--- config.mk ---
export PLATFORM = sky130hd
export DESIGN_NAME = jtag_host_shifter
export DESIGN_NICKNAME = d
export VERILOG_FILES = /design/src/rtl/jtag_host_pkg.sv /design/src/rtl/jtag_tck_div.sv /design/src/rtl/jtag_host_shifter.sv
export SDC_FILE = /design/constraint.sdc
export NUM_CORES = 1
export LEC_CHECK = 0
export BUFFER_PORTS_ARGS = -buffer_cell sky130_fd_sc_hd__buf_4
export CORE_ASPECT_RATIO = 0.75
export CORE_MARGIN = 2
export CORE_UTILIZATION = 45
export CTS_CLUSTER_DIAMETER = 30
export DETAILED_ROUTE_END_ITERATION = 6
export PLACE_DENSITY = 0.73
export REMOVE_ABC_BUFFERS = 1
export SETUP_SLACK_MARGIN = 0.05
export SLEW_MARGIN = 20
export SYNTH_ARGS = -nofsm -noshare
export SYNTH_HDL_FRONTEND = slang
export SYNTH_SLANG_ARGS = --single-unit
export TNS_END_PERCENT = 5
--- constraint.sdc ---
create_clock -name clk_sys_i -period 5.5 [get_ports clk_sys_i]
set_input_delay 0.55 -clock clk_sys_i [delete_from_list [all_inputs] [get_ports clk_sys_i]]
set_output_delay 0.55 -clock clk_sys_i [all_outputs]
set_load 0.005 [all_outputs]
--- src/rtl/jtag_host_pkg.sv ---
// Shared types and defaults for the JTAG host shifter.
package jtag_host_pkg;

    typedef enum logic [1:0] {
        ST_IDLE = 2'd0,
        ST_LOW  = 2'd1,
        ST_HIGH = 2'd2,
        ST_RESP = 2'd3
    } state_e;

    localparam int unsigned MAX_LEN_DEFAULT = 32;
    localparam int unsigned LEN_W_DEFAULT   = $clog2(MAX_LEN_DEFAULT + 1);

    typedef logic [LEN_W_DEFAULT-1:0] len_t;

endpackage

--- src/rtl/jtag_tck_div.sv ---
// Phase timer: pulses tick on the last system cycle of each TCK half-period.
module jtag_tck_div #(
    parameter int unsigned HalfPeriod = 6
) (
    input  logic clk_sys_i,
    input  logic rst_sys_ni,
    input  logic restart,
    input  logic enable,
    output logic tick
);

    localparam int unsigned     CntW   = (HalfPeriod > 1) ? $clog2(HalfPeriod) : 1;
    localparam logic [CntW-1:0] CntMax = CntW'(HalfPeriod - 1);

    logic [CntW-1:0] cnt_r;
    logic            tick_s;

    // Phase end when the running count reaches HalfPeriod-1.
    always_comb begin
        tick_s = enable && (cnt_r == CntMax);
    end

    // Counter restarts on accept and reloads at every phase change.
    always_ff @(posedge clk_sys_i or negedge rst_sys_ni) begin
        if (!rst_sys_ni) begin
            cnt_r <= {CntW{1'b0}};
        end else if (restart || tick_s) begin
            cnt_r <= {CntW{1'b0}};
        end else if (enable) begin
            cnt_r <= cnt_r + CntW'(1);
        end else begin
            cnt_r <= cnt_r;
        end
    end

    assign tick = tick_s;

endmodule

--- src/rtl/jtag_host_shifter.sv ---
// JTAG host: shifts up to MaxLen TMS/TDI bits per command and returns captured TDO.
module jtag_host_shifter
    import jtag_host_pkg::*;
#(
    parameter int unsigned HalfPeriod = 6,
    parameter int unsigned MaxLen     = MAX_LEN_DEFAULT
) (
    input  logic                           clk_sys_i,
    input  logic                           rst_sys_ni,
    input  logic                           cmd_valid,
    output logic                           cmd_ready,
    input  logic [$clog2(MaxLen+1)-1:0]    cmd_len,
    input  logic [MaxLen-1:0]              cmd_tms,
    input  logic [MaxLen-1:0]              cmd_tdi,
    input  logic                           cmd_trst,
    output logic                           rsp_valid,
    input  logic                           rsp_ready,
    output logic [MaxLen-1:0]              rsp_tdo,
    output logic                           tck_o,
    output logic                           tms_o,
    output logic                           td_o,
    output logic                           trst_no,
    input  logic                           td_i
);

    localparam int unsigned LenW = $clog2(MaxLen + 1);

    state_e            state_r;
    state_e            state_nxt_s;
    logic              accept_s;
    logic              enable_s;
    logic              tick_s;
    logic              last_bit_s;
    logic [LenW-1:0]   len_clamp_s;
    logic [LenW-1:0]   len_r;
    logic [LenW-1:0]   bit_cnt_r;
    logic [MaxLen-1:0] tms_sh_r;
    logic [MaxLen-1:0] tdi_sh_r;
    logic [MaxLen-1:0] rsp_tdo_r;
    logic              tck_r;
    logic              tms_r;
    logic              td_r;
    logic              trst_n_r;
    logic              cmd_ready_r;
    logic              rsp_valid_r;
    logic              tck_nxt_s;
    logic              cmd_ready_nxt_s;
    logic              rsp_valid_nxt_s;

    jtag_tck_div #(
        .HalfPeriod (HalfPeriod)
    ) u_tck_div (
        .clk_sys_i  (clk_sys_i),
        .rst_sys_ni (rst_sys_ni),
        .restart    (accept_s),
        .enable     (enable_s),
        .tick       (tick_s)
    );

    // Command acceptance, length clamp and phase status decode.
    always_comb begin
        accept_s   = cmd_valid && (state_r == ST_IDLE);
        enable_s   = (state_r == ST_LOW) || (state_r == ST_HIGH);
        last_bit_s = (bit_cnt_r == (len_r - LenW'(1)));
        if (cmd_len > LenW'(MaxLen)) begin
            len_clamp_s = LenW'(MaxLen);
        end else begin
            len_clamp_s = cmd_len;
        end
    end

    // State register.
    always_ff @(posedge clk_sys_i or negedge rst_sys_ni) begin
        if (!rst_sys_ni) begin
            state_r <= ST_IDLE;
        end else begin
            state_r <= state_nxt_s;
        end
    end

    // Next-state logic; a zero-length command skips straight to the response.
    always_comb begin
        state_nxt_s = state_r;
        case (state_r)
            ST_IDLE: begin
                if (accept_s) begin
                    if (len_clamp_s == {LenW{1'b0}}) begin
                        state_nxt_s = ST_RESP;
                    end else begin
                        state_nxt_s = ST_LOW;
                    end
                end else begin
                    state_nxt_s = ST_IDLE;
                end
            end
            ST_LOW: begin
                if (tick_s) begin
                    state_nxt_s = ST_HIGH;
                end else begin
                    state_nxt_s = ST_LOW;
                end
            end
            ST_HIGH: begin
                if (tick_s) begin
                    state_nxt_s = last_bit_s ? ST_RESP : ST_LOW;
                end else begin
                    state_nxt_s = ST_HIGH;
                end
            end
            ST_RESP: begin
                if (rsp_ready) begin
                    state_nxt_s = ST_IDLE;
                end else begin
                    state_nxt_s = ST_RESP;
                end
            end
            default: begin
                state_nxt_s = ST_IDLE;
            end
        endcase
    end

    // Output decode from the next state so the flops track the state exactly.
    always_comb begin
        tck_nxt_s       = (state_nxt_s == ST_HIGH);
        cmd_ready_nxt_s = (state_nxt_s == ST_IDLE);
        rsp_valid_nxt_s = (state_nxt_s == ST_RESP);
    end

    // Shift datapath: TDO is captured on the same edge that drops TCK.
    always_ff @(posedge clk_sys_i or negedge rst_sys_ni) begin
        if (!rst_sys_ni) begin
            tck_r       <= 1'b0;
            tms_r       <= 1'b1;
            td_r        <= 1'b0;
            trst_n_r    <= 1'b1;
            cmd_ready_r <= 1'b1;
            rsp_valid_r <= 1'b0;
            rsp_tdo_r   <= {MaxLen{1'b0}};
            tms_sh_r    <= {MaxLen{1'b0}};
            tdi_sh_r    <= {MaxLen{1'b0}};
            len_r       <= {LenW{1'b0}};
            bit_cnt_r   <= {LenW{1'b0}};
        end else begin
            tck_r       <= tck_nxt_s;
            cmd_ready_r <= cmd_ready_nxt_s;
            rsp_valid_r <= rsp_valid_nxt_s;
            if (accept_s) begin
                tms_sh_r  <= {1'b0, cmd_tms[MaxLen-1:1]};
                tdi_sh_r  <= {1'b0, cmd_tdi[MaxLen-1:1]};
                len_r     <= len_clamp_s;
                bit_cnt_r <= {LenW{1'b0}};
                rsp_tdo_r <= {MaxLen{1'b0}};
                if (len_clamp_s != {LenW{1'b0}}) begin
                    tms_r    <= cmd_tms[0];
                    td_r     <= cmd_tdi[0];
                    trst_n_r <= ~cmd_trst;
                end else begin
                    tms_r    <= tms_r;
                    td_r     <= td_r;
                    trst_n_r <= trst_n_r;
                end
            end else if ((state_r == ST_HIGH) && tick_s) begin
                rsp_tdo_r <= rsp_tdo_r | (MaxLen'(td_i) << bit_cnt_r);
                tms_sh_r  <= {1'b0, tms_sh_r[MaxLen-1:1]};
                tdi_sh_r  <= {1'b0, tdi_sh_r[MaxLen-1:1]};
                bit_cnt_r <= bit_cnt_r + LenW'(1);
                if (last_bit_s) begin
                    tms_r    <= tms_r;
                    td_r     <= td_r;
                    trst_n_r <= 1'b1;
                end else begin
                    tms_r    <= tms_sh_r[0];
                    td_r     <= tdi_sh_r[0];
                    trst_n_r <= trst_n_r;
                end
            end else begin
                tms_r     <= tms_r;
                td_r      <= td_r;
                trst_n_r  <= trst_n_r;
                rsp_tdo_r <= rsp_tdo_r;
                tms_sh_r  <= tms_sh_r;
                tdi_sh_r  <= tdi_sh_r;
                len_r     <= len_r;
                bit_cnt_r <= bit_cnt_r;
            end
        end
    end

    assign tck_o     = tck_r;
    assign tms_o     = tms_r;
    assign td_o      = td_r;
    assign trst_no   = trst_n_r;
    assign cmd_ready = cmd_ready_r;
    assign rsp_valid = rsp_valid_r;
    assign rsp_tdo   = rsp_tdo_r;

endmodule

==> run_results.csv <==
group,metric,value,unit
setup_path,worstPathCellList,"inv_1 > ha_1 > and4_2 > buf_4 > nor2_1 > nor4bb_1 > a21oi_1 > nor2_1",
clock_network,clkSinkCount,117,
layout,final_cell_mix,"nand2_1 (138), buf_4 (116), dfrtp_1 (114)",
place,gp_congestion,0.8264,
layout,final_common_cell,"nand2_1",
yosys,synth.avg_cell_area,8.888,µm²
yosys,syn_area,5306,µm²
yosys,seq_area_frac_synth,0.5525,
sta,setup_viol,0,
detailed_routing,drc,0,
setup_path,critical_path_arrival,3.44,ns
sta,worst_slack,2.384,ns
sta,drv_slew,0,
sta,maxSlewHeadroom,0.3147,
layout,area_growth,28.58,%
sta,skew,0.01211,ns
yosys,synth_top_area_frac,0.5376,
layout,layout-drive-gt1-share,0.2241,
power_and_ir_drop,p_leak,3.324,nW
global_routing,grt_antenna_before_repair,0,
detailed_routing,dr.pass1.iters,5,
layout,regArea,2932,µm²
setup_path,cpMostUsedCell,"nor2_1",
setup_path,critPathBufInv,2,
layout,diodes,0,
run,cap_violations,0,
sta,rsz0062_at_grt,"false",
yosys,synth_cells,597,
sta,post-route-period-util,0.5665,
clock_network,cts_tree,"built",
floorplan,die_area,12690,µm²
setup_path,critPathTopFamily,"simple AND/OR/NAND/NOR gates",
yosys,synthTopCellsByArea,"dfrtp_1 (54%), nand2_1 (9.8%), nor2_1 (7.7%)",
clock_network,cts_root_buffer,"clkbuf_16",
outcome,outcome,"finished, final reports clean",
detailed_routing,drt_wl_total,12.59,mm
setup_path,start_kind,"register",
yosys,ys_warn_count,0,
global_routing,grt_pass1_vias,4347,
floorplan,num_rows,34,
setup_path,path_class,"reg -> reg",
yosys,synth-edff-count,0,
global_routing,grt_usage,0.2088,
detailed_routing,vias,4541,
clock_network,htreeDepth,4,
hold_path,min_path_type,"in -> async",
place,place.port_buffers,113,
clock_network,post_cts_resized,0,
clock_network,postCtsHoldBufs,0,
sta,worst_slew_pin_slew,1.014,ns
place,dpl-instance-area,6240,µm²
detailed_routing,drt_iter0_markers,439,
global_routing,grt_pass1_wl,21.14,mm
setup_path,cp.required,5.82,ns
power_and_ir_drop,p_per_area,474.5,nW/µm²
setup_path,worstPathMaxFanout,67,
detailed_routing,avgRoutedWirePerCell,14.52,µm
clock_network,cts_buffer_depth,2,
floorplan,dieWidth,129.4,µm
clock_network,cts_setup_buffers,0,
clock_network,cts_inserted_buffers,17,
setup_path,cp_slowest_stage_delay,0.90,ns
sta,final.setup.tns,0,ns
layout,nFillCells,1011,
layout,multi_input_area,2193,µm²
power_and_ir_drop,ir_drop,0.0002394,V
yosys,ys_ff_latch,117,
floorplan,initial_core_util,0.4603,
yosys,synth_top_area_cell,"dfrtp_1",
place,dp_hpwl,8.033,mm
sta,fin_crit,3.116,ns
sta,fmax,0.3210,GHz
detailed_routing,via_per_inst,5.238,
place,dp_slack,2.473,ns
clock_network,clk_latency,0.40,ns
layout,design_area,6823,µm²
clock_network,clkTransAtPathRegs,0.06,ns
floorplan,dieHeight,98.04,µm
yosys,synth.lib_cells_used.distinct,42,
sta,final_hold_viol_count,0,
setup_path,endpoint_kind,"register",
detailed_routing,antenna_left,0,
yosys,synth_flop_cell,"dfrtp_1",
floorplan,pin_count,114,
global_routing,overflow,0,
global_routing,grt_start_max_net_pins,125,
floorplan,coreArea,11530,µm²
layout,fin_nets,777,
setup_path,crit_path_top_delay_cell,"nor4bb_1",
yosys,async_reset_ff_frac,1.000,
-- metrics by stage --
step | hold slack, ns | std cells | power [W] | util
after global routing | 0.2224 | 867 | 0.003463 | 0.5918
final | 0.1739 | 867 | 0.003237 | 0.5918
after global placement | 0.4845 | 835 | 0.002115 | 0.5412
after floorplan | 0.2544 | 556 | 0.001899 | -
after CTS | 0.1878 | 867 | 0.003255 | 0.5915
after detailed placement | 0.4912 | 835 | 0.002162 | 0.5412
-- state kept, by name (all words and copies together) (netlist names), 2 cells and up --
name,flops
rsp_tdo,32
tdi_sh_r,31
tms_sh_r,31
bit_cnt_r,6
len_r,6
u_tck_div.cnt_r,3
state_r,2
-- layout make-up --
cell class | instances | area share
inverter | 9 | 0.004951
timing repair buffer | 117 | 0.1293
clock inverter | 9 | 0.01485
sequential | 117 | 0.4297
multi-input combinational | 430 | 0.3215
tap | 162 | 0.02971
clock buffer | 23 | 0.07005
-- kinds of logic (layout without fill, tap and decap cells) --
| family | count (synthesis) | after routing | synth area share |
|---|---|---|---|
| AOI/OAI and AO/OA | 121 | 121 | 0.1401 |
| xor gates and xnor gates | 14 | 14 | 0.02311 |
| adders and majority gates | 9 | 9 | 0.02122 |
| buffers and inverters | 50 | 158 | 0.03607 |
| DFF | 117 | 117 | 0.5525 |
| and+or+nand+nor | 286 | 286 | 0.2271 |
-- metal layers --
metal / track usage / vias up / part of all wire
met3: 0.06356 / 4 / 0.067
li1: - / 2211 / -
met4: 0.04849 / 0 / 0.0039
met2: 0.2972 / 164 / 0.45
met1: 0.3140 / 2162 / 0.48
met5: 0 / - / 0
-- path summary, 6_finish.rpt --
check / from / endpoint / slack, ns / cells after the start
max reg2reg: state_r[0] / rsp_tdo[19] / 2.38 / 8
min in group clk_sys_i: cmd_trst / trst_no / 0.28 / 2
min reg2reg: rsp_tdo[20] / rsp_tdo[20] / 0.50 / 2
min: rst_sys_ni / tdi_sh_r[0] / 0.17 / 1
max in group asynchronous: rst_sys_ni / len_r[5] / 4.04 / 2
max: state_r[0] / rsp_tdo[19] / 2.38 / 8
-- synth_stat cells (2+ instances only) --
library cell and instances:
nand2_1 139, dfrtp_1 114, nor2_1 109, a31oi_1 63, clkbuf_1 37, a21oi_1 36, ha_1 9, inv_1 9
xnor2_1 8, nor3_1 7, xor2_1 6, o21ai_0 5, nand3_1 4, nand3b_1 4, nand4_1 4, nor3b_1 4
a21o_1 3, buf_2 3, dfstp_2 3, nand2b_1 3, a211oi_1 2, and2_1 2, and3_1 2, o211ai_1 2
o32ai_1 2
-- report_power, final --
part	total, W	switching, W	internal [W]	leakage [nW]
combinational	0.000849	0.000489	0.000360	1.62
sequential	0.00131	0.000166	0.00115	1.41
clock	0.00107	0.000375	0.000699	0.287
total	0.00324	0.00103	0.00221	3.32
No activity file was read; power rests on OpenSTA's default activity.
